==> config.mk <==
export PLATFORM = sky130hd
export DESIGN_NAME = enc_onehot_pipe
export DESIGN_NICKNAME = d
export VERILOG_FILES = /design/src/rtl/enc_onehot_pipe.sv
export SDC_FILE = /design/constraint.sdc
export NUM_CORES = 1
export LEC_CHECK = 0
export BUFFER_PORTS_ARGS = -buffer_cell sky130_fd_sc_hd__clkbuf_2
export CAP_MARGIN = 20
export CORE_UTILIZATION = 35
export DETAILED_ROUTE_END_ITERATION = 8
export PLACE_DENSITY = 0.53
export SLEW_MARGIN = 15
export SYNTH_ARGS = -nofsm -noshare
export SYNTH_HDL_FRONTEND = slang
export SYNTH_SLANG_ARGS = --single-unit
==> constraint.sdc <==
create_clock -name clk -period 2.5 [get_ports clk]
set_input_delay 0 -clock clk [delete_from_list [all_inputs] [get_ports clk]]
set_output_delay 0 -clock clk [all_outputs]
set_load 0.01 [all_outputs]
==> src/rtl/enc_onehot_pipe.sv <==
// enc_onehot_pipe: parametrised N-to-log2(N) encoder with valid/ready
// handshakes and a 2-entry output buffer.
// Each accepted vector becomes {idx, zero, multi}. Zero flags an all-zero
// vector, and multi flags two or more set bits.
// Optional feature macro ENC_ROUND_ROBIN_EN: multi-hot vectors are resolved
// round-robin from a rotating pointer instead of lowest-index-wins.
module enc_onehot_pipe #(
  parameter int N = 8,
  localparam int W = $clog2(N)
) (
  input  logic         clk,
  input  logic         rst_n,
  input  logic         in_valid,
  output logic         in_ready,
  input  logic [N-1:0] in_vec,
  output logic         out_valid,
  input  logic         out_ready,
  output logic [W-1:0] out_idx,
  output logic         out_zero,
  output logic         out_multi
);

  typedef struct packed {
    logic [W-1:0] idx;
    logic         zero;
    logic         multi;
  } entry_t;

  entry_t     enc_entry;
  entry_t     head_q;
  entry_t     tail_q;
  logic [1:0] count_q;
  logic       push;
  logic       pop;
  logic       seen;

  assign in_ready  = (count_q != 2'd2);
  assign out_valid = (count_q != 2'd0);
  assign push      = in_valid && in_ready;
  assign pop       = out_valid && out_ready;

  assign out_idx   = head_q.idx;
  assign out_zero  = head_q.zero;
  assign out_multi = head_q.multi;

`ifdef ENC_ROUND_ROBIN_EN
  logic [W-1:0] rr_ptr;
  logic         rr_found;
  logic [W:0]   rr_pos_wide;
  logic [W-1:0] rr_pos;

  // Rotating search start: advances past the winner of each non-zero vector
  always_ff @(posedge clk or negedge rst_n) begin
    if (!rst_n) begin
      rr_ptr <= '0;
    end else if (push && !enc_entry.zero) begin
      if (enc_entry.idx == W'(N - 1)) begin
        rr_ptr <= '0;
      end else begin
        rr_ptr <= enc_entry.idx + W'(1);
      end
    end
  end
`endif

  // Encode the incoming vector: count set bits for zero/multi, then pick the winner
  always_comb begin
    enc_entry = '0;
    seen      = 1'b0;
    for (int i = 0; i < N; i++) begin
      if (in_vec[i]) begin
        if (seen) begin
          enc_entry.multi = 1'b1;
        end
        seen = 1'b1;
      end
    end
    enc_entry.zero = !seen;
`ifdef ENC_ROUND_ROBIN_EN
    rr_found    = 1'b0;
    rr_pos_wide = '0;
    rr_pos      = '0;
    for (int k = 0; k < N; k++) begin
      rr_pos_wide = {1'b0, rr_ptr} + (W+1)'(k);
      if (rr_pos_wide >= (W+1)'(N)) begin
        rr_pos_wide = rr_pos_wide - (W+1)'(N);
      end
      rr_pos = rr_pos_wide[W-1:0];
      if (!rr_found && in_vec[rr_pos]) begin
        enc_entry.idx = rr_pos;
        rr_found      = 1'b1;
      end
    end
`else
    for (int i = N - 1; i >= 0; i--) begin
      if (in_vec[i]) begin
        enc_entry.idx = W'(i);
      end
    end
`endif
  end

  // Two-entry buffer: head drives the outputs, tail holds the second result
  always_ff @(posedge clk or negedge rst_n) begin
    if (!rst_n) begin
      head_q  <= '0;
      tail_q  <= '0;
      count_q <= 2'd0;
    end else begin
      case ({push, pop})
        2'b10: begin
          if (count_q == 2'd0) begin
            head_q <= enc_entry;
          end else begin
            tail_q <= enc_entry;
          end
          count_q <= count_q + 2'd1;
        end
        2'b01: begin
          head_q  <= tail_q;
          tail_q  <= '0;
          count_q <= count_q - 2'd1;
        end
        2'b11: begin
          // Simultaneous push and pop only happens with one entry buffered
          head_q <= enc_entry;
        end
        default: begin
        end
      endcase
    end
  end

endmodule

# Yosys cells after proc, flatten, opt, wreduce, memory -nomap -nowiden
# Cells that the tools add are included.
dict set report op_classes {
  muxes 35
  n_reduce_logical 9
  n_eq_ne 6
  addsub 2
}
# op n
set ops {}
lappend ops {{3-bit two-way mux} 8}
lappend ops {{1-bit two-way mux} 22}
lappend ops {{5-bit case mux with 3 select lines} 1}
lappend ops {{5-bit two-way mux} 2}
lappend ops {{5-bit case mux with 2 select lines} 1}
lappend ops {{2-bit != test (second input constant)} 3}
lappend ops {{2-bit equality test (second input constant)} 2}
lappend ops {{2-bit case mux with 2 select lines} 1}
lappend ops {{2-bit AND reduction} 2}
lappend ops {{2-bit nonzero test} 2}
lappend ops {{3-bit nonzero test} 1}
lappend ops {{2-bit by 1-bit adder with 2-bit output (second input constant)} 1}
lappend ops {{2-bit by 1-bit equality test with 1-bit output (second input constant)} 1}
lappend ops {{1-bit logical AND} 2}
lappend ops {{2-bit zero test} 1}
lappend ops {{2-bit by 1-bit subtractor with 2-bit output (second input constant)} 1}
lappend ops {{1-bit zero test} 1}
dict set report word_totals {
  regBits 12
  in_bits 12
  word_cells 59
}

# Depth between registers and ports, before layout
# Gate-level depths: netlist (run 1).
dict set report logic_depth {
  depth_word 17
  ltp_mapped 9
}

# Worst setup path before layout (run 1)
# OpenSTA, ideal clock, no wires.
dict set report synth_timing {
  path_type {register to register}
  start {register count_q[0]}
  end {register tail_q[1] (netlist name)}
  path_slack_ns 0.630
  setup_time_ns 0.127
  arrival_ns 1.743
  stages_incl_launch_ff 8
  t_required_ns 2.373
  path_cell_list {dfrtp_1 nor2_1 inv_2 nand2_1 inv_2 ha_1 mux2i_1 mux2_1}
}
dict set report synth_via {
  elab_chain_cells 5
}
# item line
set synth_lines {}
lappend synth_lines {{from (decl)} 32} ;# logic [1:0] count_q;
lappend synth_lines {{from (signal assigned)} 117} ;# count_q <= count_q + 2'd1;
lappend synth_lines {{from (signal assigned)} 122} ;# count_q <= count_q - 2'd1;
lappend synth_lines {{2-bit nonzero test *} 38} ;# assign out_valid = (count_q != 2'd0);
lappend synth_lines {{named net out_valid} 16} ;# output logic out_valid,
lappend synth_lines {{1-bit logical AND *} 40} ;# assign pop = out_valid && out_ready;
lappend synth_lines {{2-bit equality test or 2-bit by 1-bit equality test with 1-bit output (tied branches)} 110} ;# case ({push, pop})
lappend synth_lines {{2-bit != test (no source line) or 2-bit nonzero test (tied branches)} --}
lappend synth_lines {{2-bit AND reduction (no source line)} --}
lappend synth_lines {{to (signal assigned)} 115} ;# tail_q <= enc_entry;
lappend synth_lines {{to (decl)} 31} ;# entry_t tail_q;
# Mark *: on every way through the listed nets, which the timed path passes. The rest lies on a longest branch.
# A chain may end at the register's enable or synchronous reset.

# Final worst setup path (run 1)
dict set report layout_timing {
  start {register count_q[0]}
  end {register tail_q[1] (netlist name)}
}
dict set report layout_via {
  elab_chain_cells 5
}
# item line
set layout_lines {}
lappend layout_lines {{2-bit != test or 2-bit nonzero test (tied branches)} {37, 38}}
lappend layout_lines {{1-bit logical AND (on tied branches)} {39, 40}}
lappend layout_lines {{2-bit equality test or 2-bit by 1-bit equality test with 1-bit output (tied branches)} 110}
lappend layout_lines {{2-bit != test (no source line) or 2-bit nonzero test (tied branches)} --}
lappend layout_lines {{2-bit AND reduction (no source line)} --}
# Several ways; a longest one is shown, not always the timed one.

==> results.py, run 1 <==
metrics = {
    "detailed_routing": {
        "drt_pass1_iterations": 4,
        "ant_nets": 0,
        "drc_errors": 0,
        "drt_iter0_drc": 15,
        "vias": 621,
        "wire_per_inst_um": 11.57,
        "drt-total-wl_um": 1400,
        "vias_per_cell": 5.132,
    },
    "timing": {
        "fin_setup_tns_ns": 0,
        "tightest_slew_ns": 0.5162,
        "slew_violations": 0,
        "rsz0062_at_grt": "false",
        "finalCritPeriodShare_pct": 80.03,
        "relSlewSlack_pct": 65.59,
        "fin_skew_ns": 0.006709,
        "fmax_mhz": 499.8,
        "finalHoldViolations": 0,
        "holdWs_ns": 0.06461,
        "period_minus_slack_ns": 2.001,
        "setup_violations": 0,
    },
    "clock_network": {
        "cts_inserted_buffers": 3,
        "cts_buffer_depth": 2,
        "root_buffer": "clkbuf_4",
        "cts_tree": "done",
        "htreeDepth": 1,
        "clk_latency_ns": 0.27,
        "clock_sinks": 12,
        "path_clk_slew_ns": 0.07,
        "cts_resized": 0,
    },
    "min_path": {
        "holdPathStages": 3,
        "hold_end": "out_idx[0]",
        "worst_hold_path_type": "in2reg",
        "hold_path_startpoint": "in_vec[0]",
    },
    "worst_setup_path": {
        "cp-end-kind": "flip-flop",
        "rrSetupSlack_ns": 0.50,
        "critical_path_arrival_ns": 2.15,
        "path_cells": "nor2_1, inv_2, nand2_1, inv_2, ha_1, mux2i_1, buf_4, mux2_1",
        "crit_path_frequent_cell": "inv_2",
        "path_buf_inv": 3,
        "path_max_fanout": 12,
        "slowest_stage": "dfrtp_1",
        "critical_path.reg2reg.endpoint": "tail_q[1]",
        "startpoint_type": "flip-flop",
        "ff2ff_path_depth": 8,
        "critical_path_class": "reg2reg",
        "cpPeakStageDelay_ns": 0.42,
        "cp_top_family": "multiplexers",
        "crit_required_ns": 2.65,
        "r2r_start": "count_q[0]",
    },
    "synthesis": {
        "yosysSeqAreaShare_pct": 42.03,
        "netlist_instances": 74,
        "synth-main-ff-cell": "dfrtp_1",
        "ys.warnings.count": 0,
        "avgSynthCellArea_um2": 9.655,
        "synth.distinct_cells": 33,
        "netlist_area_um2": 714.4,
        "synth_seq_cells": 12,
        "synth-edff-count": 0,
        "async_flop_share_pct": 100.0,
        "synth_nets": 88,
    },
    "outcome": {
        "outcome": "finished clean",
    },
    "floorplanning": {
        "dieWidth_um": 47.18,
        "initial_utilization_pct": 39.24,
        "io_pins": 19,
        "die_h_um": 47.18,
        "die_area_um2": 2226,
        "coreArea_um2": 1821,
        "rows": 15,
    },
    "job": {
        "cap_viol_max_count": 0,
    },
    "global_routing": {
        "grt_pass1_wl_um": 2111,
        "track_usage_pct": 13.97,
        "grt_max_degree": 13,
        "antenna_found_initial": 0,
        "grt_pass1_vias": 485,
        "grt_overflow": 0,
    },
    "finish": {
        "fin_nets": 112,
        "drive_above_1_share_pct": 28.13,
        "layout_commonest_cell": "clkbuf_2",
        "syn2layout_area_growth_pct": 22.07,
        "num_antenna_cells": 0,
        "mostFrequentLayoutCells": "clkbuf_2, dfrtp_1, nand2_1, nor2_1, a21oi_1",
        "fin_area_um2": 872.1,
    },
    "placed_design": {
        "dpl_cell_area_um2": 839.6,
        "numPortBuffers": 18,
        "hpwl_um": 1092,
        "place_congestion": 0.7277,
    },
    "power": {
        "peakVddDrop_mv": 0.4696,
        "p_leak_nw": 0.3974,
        "powerDensity_nw_per_um2": 908.4,
    },
}
tightest hold or removal path: stages:
cell	delay (ns)
clkbuf_2	0.11
a2111o_1	0.12
a21oi_1	0.06
worst max path at each step:
stage | depth (start not counted) | to | slack [ns] | from
2_1_floorplan | 7 | tail_q[1] | 0.63 | count_q[0]
3_3_place_gp | 8 | tail_q[4] | 0.56 | count_q[0]
3_5_place_dp | 8 | tail_q[1] | 0.52 | count_q[0]
4_1_cts | 8 | tail_q[1] | 0.49 | count_q[0]
5_1_grt | 8 | tail_q[1] | 0.26 | count_q[0]
6_report | 8 | tail_q[1] | 0.50 | count_q[0]
layout make-up:
type	instances	area (um^2)
clock buffers	3	22.52
fillers	199	948.4
inverters	5	18.77
multi-input cells	56	391.6
flip-flops and latches	12	300.3
well taps	25	31.28
repair buffers	20	107.6
routing by layer:
metal,track usage [%],vias to the layer above,routed length [um]
met5,0,-,0
met4,3.429,0,12
met3,5.769,2,101
met2,18.06,21,567
met1,21.18,275,718
li1,-,323,-
stage by stage:
stage / total power, mW / util [%] / setup slack, ns / instances
floorplan: 0.5567 / - / 0.6300 / 74
global placement: 0.6808 / 46.12 / 0.5608 / 117
detailed placement: 0.6802 / 46.12 / 0.5237 / 117
CTS: 0.8017 / 47.90 / 0.4902 / 121
global route: 0.8586 / 47.90 / 0.2632 / 121
finish: 0.7922 / 47.90 / 0.4993 / 121
registers in the layout, summed over array words and instances, names as in the netlist:
name	cells
out_zero	1
tail_q	5
count_q	2
out_idx	3
out_multi	1
cells by family after synthesis:
family	synth area share [%]
compound gates	24.34
mux	4.553
buf+inv	3.152
fa+ha+maj	4.903
xor+xnor	3.678
flops	42.03
simple gates	17.34
synthesized netlist by cell type (all sizes together), types with 2 or more instances:
| library cell | instances | area, um^2 |
|---|---|---|
| nor4 | 2 | 12.51 |
| xnor2 | 2 | 17.52 |
| a2111oi | 2 | 42.54 |
| o31ai | 2 | 15.01 |
| inv | 5 | 18.77 |
| a21oi | 5 | 25.02 |
| ha | 2 | 25.02 |
| dfrtp | 12 | 300.3 |
| mux2 | 2 | 22.52 |
| o21ai | 5 | 25.02 |
| nor2b | 2 | 12.51 |
| nor2 | 6 | 22.52 |
| nand2 | 8 | 30.03 |
| nor3 | 3 | 15.01 |
what timing repair did:
item | in CTS | in global routing
setup buffers | 0 | 0
hold endpoints to repair | 12 | 0
hold buffers | 1 | 0
where the power goes:
part           switching [mW]  internal (mW)
clock network          0.0601         0.0557
logic                   0.204          0.162
registers              0.0436          0.266
total                   0.308          0.484
(Power assumes the default switching activity.)
==> inputs of run 2 (changes only) <==
--- a/config.mk
+++ b/config.mk
@@ -9,7 +9,7 @@
 export CAP_MARGIN = 20
 export CORE_UTILIZATION = 35
 export DETAILED_ROUTE_END_ITERATION = 8
-export PLACE_DENSITY = 0.53
+export PLACE_DENSITY = 0.55
 export SLEW_MARGIN = 15
 export SYNTH_ARGS = -nofsm -noshare
 export SYNTH_HDL_FRONTEND = slang
==> constraint.sdc (replaced) <==
create_clock -name clk -period 1.7 [get_ports clk]
set_input_delay 0 -clock clk [delete_from_list [all_inputs] [get_ports clk]]
set_output_delay 0 -clock clk [all_outputs]
set_load 0.01 [all_outputs]
==> results.py, run 2 (synthesis gave the netlist of run 1 again) <==
metrics = {
    "outcome": {
        "outcome": "finished clean",
    },
    "worst_setup_path": {
        "r2r_start": "count_q[1]",
        "critical_path_arrival_ns": 1.78,
        "slowest_stage": "dfrtp_2",
        "rrSetupSlack_ns": 0.08,
        "crit_required_ns": 1.86,
        "cpPeakStageDelay_ns": 0.45,
        "startpoint_type": "flip-flop",
        "path_cells": "nor2_4, inv_2, nand2_2, inv_2, ha_4, mux2i_4, mux2_1",
        "path_buf_inv": 2,
        "critical_path_class": "reg2reg",
        "crit_path_frequent_cell": "inv_2",
        "ff2ff_path_depth": 7,
        "critical_path.reg2reg.endpoint": "tail_q[4]",
        "cp-end-kind": "flip-flop",
        "path_max_fanout": 9,
        "cp_top_family": "multiplexers",
    },
    "global_routing": {
        "grt_pass1_vias": 585,
        "grt_use_met3_pct": 6.154,
        "grt_max_degree": 13,
        "grt_pass1_wl_um": 2546,
        "track_usage_pct": 16.59,
        "grt_overflow": 0,
        "antenna_found_initial": 0,
        "met1_usage_pct": 22.82,
        "busiest_layer": "met2",
        "grtUsageMet2_pct": 24.17,
    },
    "detailed_routing": {
        "vias_per_cell": 5.146,
        "drt_iter0_drc": 5,
        "drt_pass1_iterations": 2,
        "drc_errors": 0,
        "wire_per_inst_um": 12.13,
        "vias": 669,
        "ant_nets": 0,
        "drt-total-wl_um": 1577,
    },
    "floorplanning": {
        "coreArea_um2": 1821,
        "dieWidth_um": 47.18,
        "rows": 15,
        "die_h_um": 47.18,
        "die_area_um2": 2226,
        "initial_utilization_pct": 39.24,
        "io_pins": 19,
    },
    "clock_network": {
        "clk_latency_ns": 0.27,
        "cts_buffer_depth": 2,
        "cts_inserted_buffers": 3,
        "root_buffer": "clkbuf_4",
        "cts_tree": "done",
        "htreeDepth": 1,
        "path_clk_slew_ns": 0.08,
        "clock_sinks": 12,
    },
    "finish": {
        "fin_nets": 120,
        "drive_above_1_share_pct": 42.86,
        "num_antenna_cells": 0,
        "largest_register_ffs": 5,
        "layout_commonest_cell": "clkbuf_2",
        "fill_cells": 175,
        "syn2layout_area_growth_pct": 40.98,
        "largest-register": "tail_q",
        "mostFrequentLayoutCells": "clkbuf_2, dfrtp_1, buf_4, nand2_1",
    },
    "min_path": {
        "holdPathStages": 3,
        "hold_end": "out_idx[0]",
        "worst_hold_path_type": "in2reg",
        "hold_path_startpoint": "in_vec[0]",
    },
    "placed_design": {
        "dp_slack_ns": 0.008899,
        "place_congestion": 0.7360,
        "numPortBuffers": 18,
        "hpwl_um": 1167,
    },
    "timing": {
        "fmax_mhz": 617.6,
        "slew_violations": 0,
        "finalHoldViolations": 0,
        "finalWorstSetupSlack_ns": 0.08082,
        "period_minus_slack_ns": 1.619,
        "fin_skew_ns": 0.005522,
        "tightest_slew_ns": 0.3648,
        "setup_violations": 0,
        "relSlewSlack_pct": 75.45,
        "finalCritPeriodShare_pct": 95.25,
    },
    "power": {
        "p_leak_nw": 0.4501,
        "total_power_mw": 1.494,
        "peakVddDrop_mv": 0.8942,
        "powerDensity_nw_per_um2": 1484,
    },
    "job": {
        "cap_viol_max_count": 0,
    },
}
## run 2: timing repair
item / in CTS / in global routing
hold buffers: 1 / 0
gates resized for setup: 0 / 9
hold endpoints to repair: 12 / 0
endpoints found under the setup margin: 0 / 10
setup buffers: 0 / 3
## run 2: per-layer routing
metal / up-vias / share of wire, % / wire, um
met5: - / 0 / 0
met4: 0 / 0.44 / 7
met3: 2 / 3.8 / 60
met2: 14 / 44 / 689
met1: 314 / 52 / 821
li1: 339 / - / -
## run 2: where the power goes
part	total [mW]	switching [mW]	leakage [nW]	internal, mW
clock	0.225	0.0947	0.0210	0.130
combinational	0.799	0.380	0.278	0.419
sequential	0.471	0.0770	0.151	0.394
## run 2: area by class of cell
class                   count  area (um^2)  share of cell area, %
clock buffers               4        36.28                  3.602
inverters                   5        18.77                  1.863
multi-input cells          56        451.7                  44.84
flip-flops and latches     12        301.5                  29.94
well taps                  25        31.28                  3.106
repair buffers             28        167.7                  16.65
## run 2: worst reg2reg max path, delay by kind of cell, from the launching register on
kind | cells | cell delay [ns]
buf+inv | 2 | 0.11
fa+ha+maj | 1 | 0.20
simple gates | 2 | 0.21
flops | 1 | 0.45
mux | 2 | 0.54
## run 2: worst max path at each step
stage / startpoint / endpoint / slack, ns / depth (start not counted)
2_1_floorplan: count_q[1] / tail_q[1] / -0.007 / 6
4_1_cts: count_q[1] / tail_q[4] / 0.0004 / 6
5_1_grt: count_q[0] / tail_q[1] / -0.007 / 7
3_5_place_dp: count_q[1] / tail_q[4] / 0.009 / 6
6_report: count_q[1] / tail_q[4] / 0.08 / 7
3_3_place_gp: count_q[1] / tail_q[4] / 0.06 / 6
## run 2: through the flow
| stage | setup TNS, ns | std cells | util [%] | hold slack [ns] | cell area (um^2) |
|---|---|---|---|---|---|
| final | 0 | 130 | 55.33 | 0.06396 | 1007 |
| after global placement | 0 | 122 | 49.14 | -0.09313 | 894.6 |
| after floorplan | -0.01451 | 74 | - | -0.2956 | 742.0 |
| after detailed placement | 0 | 122 | 49.14 | -0.09350 | 894.6 |
| after global routing | -0.01370 | 130 | 55.33 | 0.07478 | 1007 |
| after CTS | 0 | 127 | 51.68 | 0.05587 | 940.9 |
